**src/rtl/delay_tap_reader.sv**
```systemverilog
`default_nettype none
// ============================================================================
// Module      : delay_tap_reader
// Description : Fetches the delayed sample at (write pointer - delay) on each
//               ADC tick through a ready/valid read port, scales it by an
//               unsigned Q8.8 gain with a 16-step shift-and-add multiplier,
//               and presents one saturated result to the effects mixer.
// Revision    : 1.0 - initial release
// ============================================================================
module delay_tap_reader #(
    parameter int DATA_W    = 16,
    parameter int ADDR_W    = 16,
    parameter int GAIN_FRAC = 8
) (
    input  logic              clk,
    input  logic              reset,
    input  logic              adc_clock,
    input  logic [ADDR_W-1:0] write_addr,
    input  logic [15:0]       delay_reverb,
    input  logic [15:0]       gain,
    input  logic              mem_ready,
    input  logic [DATA_W-1:0] mem_rdata,
    output logic              mem_re,
    output logic [ADDR_W-1:0] mem_raddr,
    output logic [DATA_W-1:0] sample_out,
    output logic              sample_valid,
    output logic              busy,
    output logic              overrun
);

    // 16-bit sample times 16-bit unsigned gain fits a 32-bit signed accumulator
    localparam int ACC_W = 32;
    localparam logic signed [ACC_W-1:0] C_SAT_MAX = ACC_W'((64'sd1 <<< (DATA_W - 1)) - 64'sd1);
    localparam logic signed [ACC_W-1:0] C_SAT_MIN = ~C_SAT_MAX;
    localparam logic [DATA_W-1:0] C_OUT_MAX = {1'b0, {(DATA_W-1){1'b1}}};
    localparam logic [DATA_W-1:0] C_OUT_MIN = {1'b1, {(DATA_W-1){1'b0}}};

    typedef enum logic [1:0] {
        S_IDLE = 2'd0,
        S_REQ  = 2'd1,
        S_MULT = 2'd2,
        S_DONE = 2'd3
    } state_t;

    state_t                    r_state;
    logic                      r_adc_prev;
    logic [15:0]               r_gain;
    logic signed [ACC_W-1:0]   r_mcand;
    logic signed [ACC_W-1:0]   r_acc;
    logic [3:0]                r_step;
    logic                      r_mem_re;
    logic [ADDR_W-1:0]         r_mem_raddr;
    logic [DATA_W-1:0]         r_sample_out;
    logic                      r_sample_valid;
    logic                      r_overrun;

    logic                      w_tick;
    logic signed [ACC_W-1:0]   w_addend;
    logic signed [ACC_W-1:0]   w_acc_next;
    logic signed [ACC_W-1:0]   w_res;
    logic [DATA_W-1:0]         w_sat;

    // Rising edge of the sample strobe; suppressed while reset is asserted
    assign w_tick = adc_clock && !r_adc_prev && !reset;

    // The multiplicand is pre-shifted each step, so bit 0 of the shifting gain
    // copy selects whether this step contributes
    assign w_addend   = r_gain[0] ? r_mcand : '0;
    assign w_acc_next = r_acc + w_addend;
    assign w_res      = w_acc_next >>> GAIN_FRAC;

    // Clamp the Q8.8-scaled product into the output sample range
    always_comb begin
        w_sat = w_res[DATA_W-1:0];
        if (w_res > C_SAT_MAX) begin
            w_sat = C_OUT_MAX;
        end else if (w_res < C_SAT_MIN) begin
            w_sat = C_OUT_MIN;
        end
    end

    // Strobe edge register, updated every cycle
    always_ff @(posedge clk) begin
        if (reset) begin
            r_adc_prev <= 1'b0;
        end else begin
            r_adc_prev <= adc_clock;
        end
    end

    // Read / multiply / present sequencer with registered outputs.
    // The result is registered on the last multiply step so that the DONE
    // cycle is the one in which sample_valid is visible.
    always_ff @(posedge clk) begin
        if (reset) begin
            r_state        <= S_IDLE;
            r_gain         <= '0;
            r_mcand        <= '0;
            r_acc          <= '0;
            r_step         <= '0;
            r_mem_re       <= 1'b0;
            r_mem_raddr    <= '0;
            r_sample_out   <= '0;
            r_sample_valid <= 1'b0;
            r_overrun      <= 1'b0;
        end else begin
            r_sample_valid <= 1'b0;
            r_overrun      <= w_tick && (r_state != S_IDLE);
            case (r_state)
                S_IDLE: begin
                    if (w_tick) begin
                        r_mem_raddr <= write_addr - ADDR_W'(delay_reverb);
                        r_gain      <= gain;
                        r_mem_re    <= 1'b1;
                        r_state     <= S_REQ;
                    end
                end
                S_REQ: begin
                    if (r_mem_re && mem_ready) begin
                        r_mcand  <= {{(ACC_W-DATA_W){mem_rdata[DATA_W-1]}}, mem_rdata};
                        r_acc    <= '0;
                        r_step   <= '0;
                        r_mem_re <= 1'b0;
                        r_state  <= S_MULT;
                    end
                end
                S_MULT: begin
                    r_acc   <= w_acc_next;
                    r_mcand <= r_mcand <<< 1;
                    r_gain  <= r_gain >> 1;
                    r_step  <= r_step + 4'd1;
                    if (r_step == 4'd15) begin
                        r_sample_out   <= w_sat;
                        r_sample_valid <= 1'b1;
                        r_state        <= S_DONE;
                    end
                end
                S_DONE: begin
                    r_state <= S_IDLE;
                end
                default: begin
                    r_state <= S_IDLE;
                end
            endcase
        end
    end

    assign mem_re       = r_mem_re;
    assign mem_raddr    = r_mem_raddr;
    assign sample_out   = r_sample_out;
    assign sample_valid = r_sample_valid;
    assign overrun      = r_overrun;
    assign busy         = (r_state != S_IDLE);

endmodule
`default_nettype wire

```
**config.mk**
```make
export PLATFORM = sky130hd
export DESIGN_NAME = delay_tap_reader
export DESIGN_NICKNAME = d
export VERILOG_FILES = /design/src/rtl/delay_tap_reader.sv
export SDC_FILE = /design/constraint.sdc
export NUM_CORES = 1
export LEC_CHECK = 0
export ABC_AREA = 0
export CAP_MARGIN = 20
export CORE_MARGIN = 2
export CORE_UTILIZATION = 50
export DETAILED_ROUTE_END_ITERATION = 8
export GPL_ROUTABILITY_DRIVEN = 0
export GPL_TIMING_DRIVEN = 0
export PLACE_DENSITY = 0.74
export SYNTH_ARGS = -nofsm -noshare
export SYNTH_HDL_FRONTEND = slang
export SYNTH_SLANG_ARGS = --single-unit
```
**constraint.sdc**
```tcl
create_clock -name clk -period 4.57 [get_ports clk]
set_input_delay 0.6855 -clock clk [delete_from_list [all_inputs] [get_ports clk]]
set_output_delay 0.6855 -clock clk [all_outputs]
set_load 0.02 [all_outputs]
```
Word-level counts from Yosys, hierarchy flattened
Index checks and enable logic that the tools add are counted.
{"block": "word_totals", "regBits": 122, "in_bits": 68}
{"block": "classes", "add_sub_neg": 3, "n_lt_le_gt_ge": 2, "n_eq_ne": 7, "n_mux": 19, "bitwise_logic": 1, "reduce_logical": 18}
{"operator": "32-bit case mux with 2 select lines", "count": 2}
{"operator": "32-bit 2-to-1 mux", "count": 3}
{"operator": "16-bit 2-to-1 mux", "count": 3}
{"operator": "32-bit adder", "count": 1}
{"operator": "16-bit case mux with 2 select lines", "count": 1}
{"operator": "24-bit by 16-bit greater-than comparator with 1-bit output (second input constant)", "count": 1}
{"operator": "24-bit by 16-bit < comparator with 1-bit output (second input constant)", "count": 1}
{"operator": "16-bit subtractor", "count": 1}
{"operator": "2-bit case mux with 4 select lines", "count": 1}
{"operator": "4-bit case mux with 2 select lines", "count": 1}
{"operator": "2-bit AND reduction", "count": 4}
{"operator": "2-bit nonzero test", "count": 4}
{"operator": "2-bit 2-to-1 mux", "count": 3}
{"operator": "2-bit inequality test (second input constant)", "count": 3}
{"operator": "3-bit AND reduction", "count": 2}
{"operator": "4-bit by 1-bit adder with 4-bit output (second input constant)", "count": 1}
{"operator": "2-bit == test (second input constant)", "count": 2}
{"operator": "4-bit == test (second input constant)", "count": 1}
{"operator": "1-bit logical AND", "count": 4}
{"operator": "4-bit 2-to-1 mux", "count": 1}
{"operator": "1-bit 2-to-1 mux", "count": 3}
{"operator": "2-bit by 1-bit == test with 1-bit output (second input constant)", "count": 1}
{"operator": "1-bit zero test", "count": 2}
{"operator": "2-bit zero test", "count": 1}
{"operator": "3 further kinds", "count": 3}

Logic depth before layout (Yosys ltp)
{"block": "depth", "depth_word": 5, "ltp_mapped": 17, "ltp_nobuf": 15}

Worst setup path after synthesis
Ideal clock, no wire load.
{"block": "synth_timing", "kind": "reg2reg", "startpoint": "reg r_gain[0]", "endpoint": "reg r_sample_out[10], in the netlist sample_out[10]", "setup_ns": 0.088, "arrival_ns": 3.718, "t_required_ns": 4.482, "setup_slack_ns": 0.763, "stages_incl_launch_ff": 18, "period_less_slack_ns": 3.807, "cell_sequence": "dfxtp_1 -> clkbuf_1 -> and2_1 -> ha_1 -> inv_1 -> fa_1 -> and2b_1 -> o31a_1 -> nor4_2 -> o41ai_4 -> a31oi_4 -> a2111oi_2 -> a211oi_2 -> o2bb2ai_1 -> xor2_1 -> o41a_4 -> buf_6 -> o32ai_2"}
{"block": "synth_between", "elab_chain_cells": 5}
{"item": "start, declared", "line_no": "47", "source": "logic [15:0] r_gain;"}
{"item": "start signal, assigned", "line_no": "113", "source": "r_gain <= gain;"}
{"item": "start signal, assigned", "line_no": "130", "source": "r_gain <= r_gain >> 1;"}
{"item": "32-bit 2-to-1 mux (*)", "line_no": "68", "source": "assign w_addend = r_gain[0] ? r_mcand : '0;"}
{"item": "32-bit adder (*)", "line_no": "69", "source": "assign w_acc_next = r_acc + w_addend;"}
{"item": "24-bit by 16-bit < comparator with 1-bit output", "line_no": "77", "source": "end else if (w_res < C_SAT_MIN) begin"}
{"item": "16-bit 2-to-1 mux", "line_no": "77"}
{"item": "16-bit 2-to-1 mux (*)", "line_no": "75", "source": "if (w_res > C_SAT_MAX) begin"}
{"item": "end signal, assigned", "line_no": "133", "source": "r_sample_out <= w_sat;"}
{"item": "end, declared", "line_no": "53", "source": "logic [DATA_W-1:0] r_sample_out;"}
Every way passes the cells marked *; elsewhere a longest branch is shown, timed or not.
A chain may end at the register's enable or synchronous reset.

Worst setup path in the final report
{"block": "layout_timing", "startpoint": "reg r_gain[0]", "endpoint": "reg r_sample_out[4], in the netlist sample_out[4]"}
The elaborated chain is that of the path after synthesis.

==> impl_metrics.xml <==
<?xml version="1.0" encoding="UTF-8"?>
<metrics>
  <group name="worst_hold_path">
    <metric name="min_delay_path_depth" unit="">2</metric>
    <metric name="worstHoldEndpoint" unit="">mem_raddr[7]$_SDFFE_PP0P_</metric>
    <metric name="min-delay-start" unit="">mem_raddr[7]$_SDFFE_PP0P_</metric>
    <metric name="min-delay-path-class" unit="">flop to flop</metric>
  </group>
  <group name="synthesis">
    <metric name="yosys_most_used_dff" unit="">sky130_fd_sc_hd__dfxtp_1</metric>
    <metric name="synth_warnings" unit="">0</metric>
    <metric name="area_fraction_in_and_or_nand_and_nor_cells_after_synthesis" unit="%">18.97</metric>
    <metric name="synth_xor_area_share" unit="%">4.527</metric>
    <metric name="synth-seq-cells" unit="">122</metric>
    <metric name="syn-cell-area" unit="mm^2">0.007158</metric>
    <metric name="ys_async_sr_fraction" unit="%">0</metric>
    <metric name="synth-seq-area-share" unit="%">34.12</metric>
    <metric name="synth.area.mux_share" unit="%">2.814</metric>
    <metric name="synth_enable_flop_cells" unit="">0</metric>
    <metric name="synth-compound-area-share" unit="%">25.69</metric>
    <metric name="post_synth_num_cell_types" unit="">64</metric>
    <metric name="area_share_of_fa_ha_maj_cells_after_synthesis" unit="%">9.474</metric>
    <metric name="synth_top_family_by_area" unit="">compound AO/OA/AOI/OAI gates</metric>
    <metric name="synth.avg_cell_area" unit="um^2">8.382</metric>
    <metric name="syn_nets" unit="">975</metric>
    <metric name="postSynthCellCount" unit="">854</metric>
  </group>
  <group name="layout">
    <metric name="most-common-layout-cells" unit="">139 x sky130_fd_sc_hd__nor2_1, 121 x sky130_fd_sc_hd__dfxtp_1, 102 x sky130_fd_sc_hd__clkdlybuf4s50_1</metric>
    <metric name="n_antenna_cell" unit="">0</metric>
    <metric name="flow.area_growth_from_synthesis" unit="%">27.25</metric>
    <metric name="drive_above_1_share" unit="%">6.862</metric>
    <metric name="fin_area" unit="mm^2">0.009109</metric>
    <metric name="final_standard_cell_utilization_of_the_core" unit="%">65.37</metric>
    <metric name="layout.cells.most_common" unit="">sky130_fd_sc_hd__nor2_1</metric>
    <metric name="layout.nets" unit="">1099</metric>
  </group>
  <group name="timing">
    <metric name="slew_viol_final" unit="">0</metric>
    <metric name="final.min_clock_period" unit="ns">4.354</metric>
    <metric name="slew-limit-headroom" unit="%">46.08</metric>
    <metric name="worst-slew-pin-transition" unit="ns">0.8053</metric>
    <metric name="fin_crit_share" unit="%">95.27</metric>
    <metric name="rsz0062_at_grt" unit="">no</metric>
    <metric name="timing_hold_violations_final" unit="">0</metric>
    <metric name="timing.clock.skew" unit="ns">0.01129</metric>
    <metric name="fmax" unit="MHz">229.7</metric>
    <metric name="report.final.setup_viol" unit="">0</metric>
  </group>
  <group name="clock_tree">
    <metric name="cts_sink_count" unit="">122</metric>
    <metric name="cts_root_buf" unit="">sky130_fd_sc_hd__clkbuf_16</metric>
    <metric name="clkTransAtPathRegs" unit="ns">0.06</metric>
    <metric name="clkLatencyLatePin" unit="ns">0.43</metric>
    <metric name="cts-hold-fix-buffers" unit="">0</metric>
    <metric name="clock_tree.buffer_depth" unit="">2</metric>
    <metric name="cts_made_buffers" unit="">17</metric>
    <metric name="cts.htree.levels" unit="">4</metric>
    <metric name="cts_tree" unit="">done</metric>
  </group>
  <group name="power_and_ir_drop">
    <metric name="worst_ir_drop_vdd" unit="uV">277.6</metric>
    <metric name="power.static_leakage" unit="nW">3.588</metric>
    <metric name="power.density_cell_area" unit="mW/mm^2">371.0</metric>
  </group>
  <group name="worst_setup_path">
    <metric name="slowest_cp_cell" unit="">sky130_fd_sc_hd__dfxtp_4</metric>
    <metric name="worst_r2r_startpoint" unit="">r_gain[0]$_SDFFE_PP0P_</metric>
    <metric name="worst_path_maximum_fanout" unit="">10</metric>
    <metric name="r2r_slack" unit="ns">0.22</metric>
    <metric name="chain_of_cells_forming_the_critical_path" unit="">buf_4 -&gt; and2_1 -&gt; ha_1 -&gt; inv_1 -&gt; fa_1 -&gt; and2b_1 -&gt; o31a_1 -&gt; nor4_4 -&gt; o41ai_4 -&gt; buf_4 -&gt; a31oi_4 -&gt; a211oi_2 -&gt; or3_1 -&gt; a211oi_1 -&gt; nand4_1 -&gt; o21ai_4 -&gt; buf_6 -&gt; o32ai_2</metric>
    <metric name="worst-endpoint-arrival" unit="ns">4.64</metric>
    <metric name="critical_path.startpoint_type" unit="">flop</metric>
    <metric name="ff2ff_path_depth" unit="">18</metric>
    <metric name="worst_path_most_repeated_cell" unit="">sky130_fd_sc_hd__buf_4</metric>
    <metric name="critical_path_class" unit="">flop to flop</metric>
    <metric name="r2r_end" unit="">sample_out[4]$_SDFFE_PP0P_</metric>
    <metric name="cpPeakStageDelay" unit="ns">0.38</metric>
    <metric name="data_required_time_at_the_worst_endpoint" unit="ns">4.86</metric>
    <metric name="end_kind" unit="">flop</metric>
  </group>
  <group name="route">
    <metric name="drt_first_pass_iters" unit="">5</metric>
    <metric name="finalWirelength" unit="mm">18.90</metric>
    <metric name="drt_drc_violations_left" unit="">0</metric>
    <metric name="drtIter0Drc" unit="">448</metric>
    <metric name="route.detailed.vias_per_inst" unit="">5.671</metric>
    <metric name="num_vias" unit="">6641</metric>
    <metric name="drt_wl_cell" unit="um">16.14</metric>
    <metric name="ant_nets" unit="">0</metric>
  </group>
  <group name="global_route">
    <metric name="grt_first_pass_wirelength" unit="mm">30.12</metric>
    <metric name="gr-usage-all-layers" unit="%">25.62</metric>
    <metric name="grt_start_max_net_pins" unit="">17</metric>
    <metric name="grt.overflow.total" unit="">0</metric>
    <metric name="first_global_vias" unit="">6110</metric>
    <metric name="initial_antenna_violation_count" unit="">0</metric>
  </group>
  <group name="placed_design">
    <metric name="count_of_buffers_from_port_buffering" unit="">102</metric>
    <metric name="dpl.hpwl" unit="mm">14.04</metric>
    <metric name="post_dp_cell_area" unit="mm^2">0.008409</metric>
  </group>
  <group name="floorplanning">
    <metric name="dieArea" unit="mm^2">0.01529</metric>
    <metric name="placeable_area" unit="mm^2">0.01393</metric>
    <metric name="die_width" unit="um">123.7</metric>
    <metric name="rows" unit="">43</metric>
    <metric name="top_level_ports" unit="">104</metric>
    <metric name="initial_core_util" unit="%">51.37</metric>
    <metric name="dieHeight" unit="um">123.7</metric>
  </group>
  <group name="run_status">
    <metric name="outcome" unit="">complete, no violations</metric>
  </group>
  <group name="flow_run">
    <metric name="maxCapViolCount" unit="">0</metric>
  </group>
</metrics>
-- routing by layer --
metal  routed length, um  track usage, %  share of wire (%)  vias up
met1                8706           34.03                 46     3083
li1                    -               -                  -     3333
met5                   0               0                  0        -
met3                1082           4.716                5.7       30
met2                8726           41.62                 46      195
met4                 380           9.304                2.0        0
-- worst max-delay path, delay by kind of cell, from the launching register on --
kind | cells | cell delay, ns
compound gates | 7 | 1.60
flops | 1 | 0.38
fa+ha+maj | 2 | 0.38
simple gates | 5 | 1.20
buf+inv | 4 | 0.63
-- Yosys cell counts (3+ instances only) --
master | n | area (um^2)
sky130_fd_sc_hd__a211o_1 | 3 | 26.28
sky130_fd_sc_hd__a211oi_1 | 25 | 187.7
sky130_fd_sc_hd__a21o_1 | 12 | 90.09
sky130_fd_sc_hd__a21oi_1 | 66 | 330.3
sky130_fd_sc_hd__a222oi_1 | 14 | 140.1
sky130_fd_sc_hd__a22oi_1 | 45 | 337.8
sky130_fd_sc_hd__a311oi_1 | 4 | 35.03
sky130_fd_sc_hd__and2_1 | 35 | 219.0
sky130_fd_sc_hd__and3_1 | 4 | 25.02
sky130_fd_sc_hd__clkbuf_1 | 45 | 168.9
sky130_fd_sc_hd__dfxtp_1 | 122 | 2442
sky130_fd_sc_hd__ha_1 | 51 | 638.1
sky130_fd_sc_hd__inv_1 | 32 | 120.1
sky130_fd_sc_hd__mux2i_1 | 19 | 190.2
sky130_fd_sc_hd__nand2_1 | 63 | 236.5
sky130_fd_sc_hd__nand2b_1 | 5 | 31.28
sky130_fd_sc_hd__nand3_1 | 13 | 65.06
sky130_fd_sc_hd__nand4_1 | 5 | 31.28
sky130_fd_sc_hd__nor2_1 | 139 | 521.8
sky130_fd_sc_hd__nor2b_1 | 10 | 62.56
sky130_fd_sc_hd__nor3_1 | 14 | 70.07
sky130_fd_sc_hd__o21a_1 | 8 | 60.06
sky130_fd_sc_hd__o21ai_0 | 20 | 100.1
sky130_fd_sc_hd__o21bai_1 | 4 | 30.03
sky130_fd_sc_hd__o32ai_1 | 5 | 43.79
sky130_fd_sc_hd__o32ai_2 | 10 | 162.7
sky130_fd_sc_hd__xnor2_1 | 19 | 166.4
sky130_fd_sc_hd__xor2_1 | 18 | 157.7
-- report_power, final --
part / total [mW] / switching [mW] / leakage, nW / internal, mW
logic: 0.725 / 0.447 / 2.29 / 0.278
clock network: 1.46 / 0.539 / 0.306 / 0.922
registers: 1.19 / 0.0530 / 0.988 / 1.14
total: 3.38 / 1.04 / 3.59 / 2.34
-- what timing repair did --
item,4_1_cts,5_1_grt
buffers inserted,0,3
pin swaps,0,2
endpoints found under the setup margin,10,15
gates resized for setup,2,8
-- flip-flops by register name, summed over array words and instances (netlist names) --
name / flops
r_state: 2
mem_raddr: 16
r_adc_prev: 1
r_mcand: 32
overrun: 1
mem_re: 1
r_step: 4
r_gain: 16
r_acc: 32
sample_valid: 1
sample_out: 16
-- how the worst max path moves through the flow --
stage | start | end | slack, ns | cells past startpoint
CTS | r_gain[0]$_SDFFE_PP0P_ | sample_out[4]$_SDFFE_PP0P_ | 0.04 | 17
global route | r_gain[0]$_SDFFE_PP0P_ | sample_out[9]$_SDFFE_PP0P_ | 0.03 | 18
floorplan | r_gain[0]$_SDFFE_PP0P_ | sample_out[10]$_SDFFE_PP0P_ | 0.76 | 17
global placement | r_gain[0]$_SDFFE_PP0P_ | sample_out[8]$_SDFFE_PP0P_ | -0.03 | 17
finish | r_gain[0]$_SDFFE_PP0P_ | sample_out[4]$_SDFFE_PP0P_ | 0.22 | 18
detailed placement | r_gain[0]$_SDFFE_PP0P_ | sample_out[9]$_SDFFE_PP0P_ | -0.05 | 17
-- per-stage QoR --
| stage | hold WS (ns) | TNS (ns) | setup slack [ns] | power, mW | std cells |
|---|---|---|---|---|---|
| after floorplan | 0.4534 | 0 | 0.7633 | 1.656 | 854 |
| after CTS | 0.4599 | 0 | 0.04189 | 3.386 | 1168 |
| final | 0.4544 | 0 | 0.2162 | 3.379 | 1171 |
| after global routing | 0.4887 | 0 | 0.02708 | 3.518 | 1171 |
| after global placement | 0.4402 | -0.3115 | -0.03362 | 1.910 | 1136 |
| after detailed placement | 0.4514 | -0.3996 | -0.05396 | 1.926 | 1136 |
-- cell families after synthesis --
kind of cell | Yosys count
simple gates | 300
compound gates | 242
flops | 122
buf+inv | 80
fa+ha+maj | 53
xor+xnor | 37
mux | 20
-- final cells by class --
class / instances / area (um^2)
Multi-Input combinational cell: 652 / 4439
Tap cell: 180 / 225.2
Buffer: 48 / 198.9
Timing Repair Buffer: 105 / 1044
Fill cell: 1222 / 4826
Clock inverter: 15 / 210.2
Sequential cell: 122 / 2446
Inverter: 32 / 120.1
Clock buffer: 17 / 425.4
No activity file was read; power rests on OpenSTA's default activity.
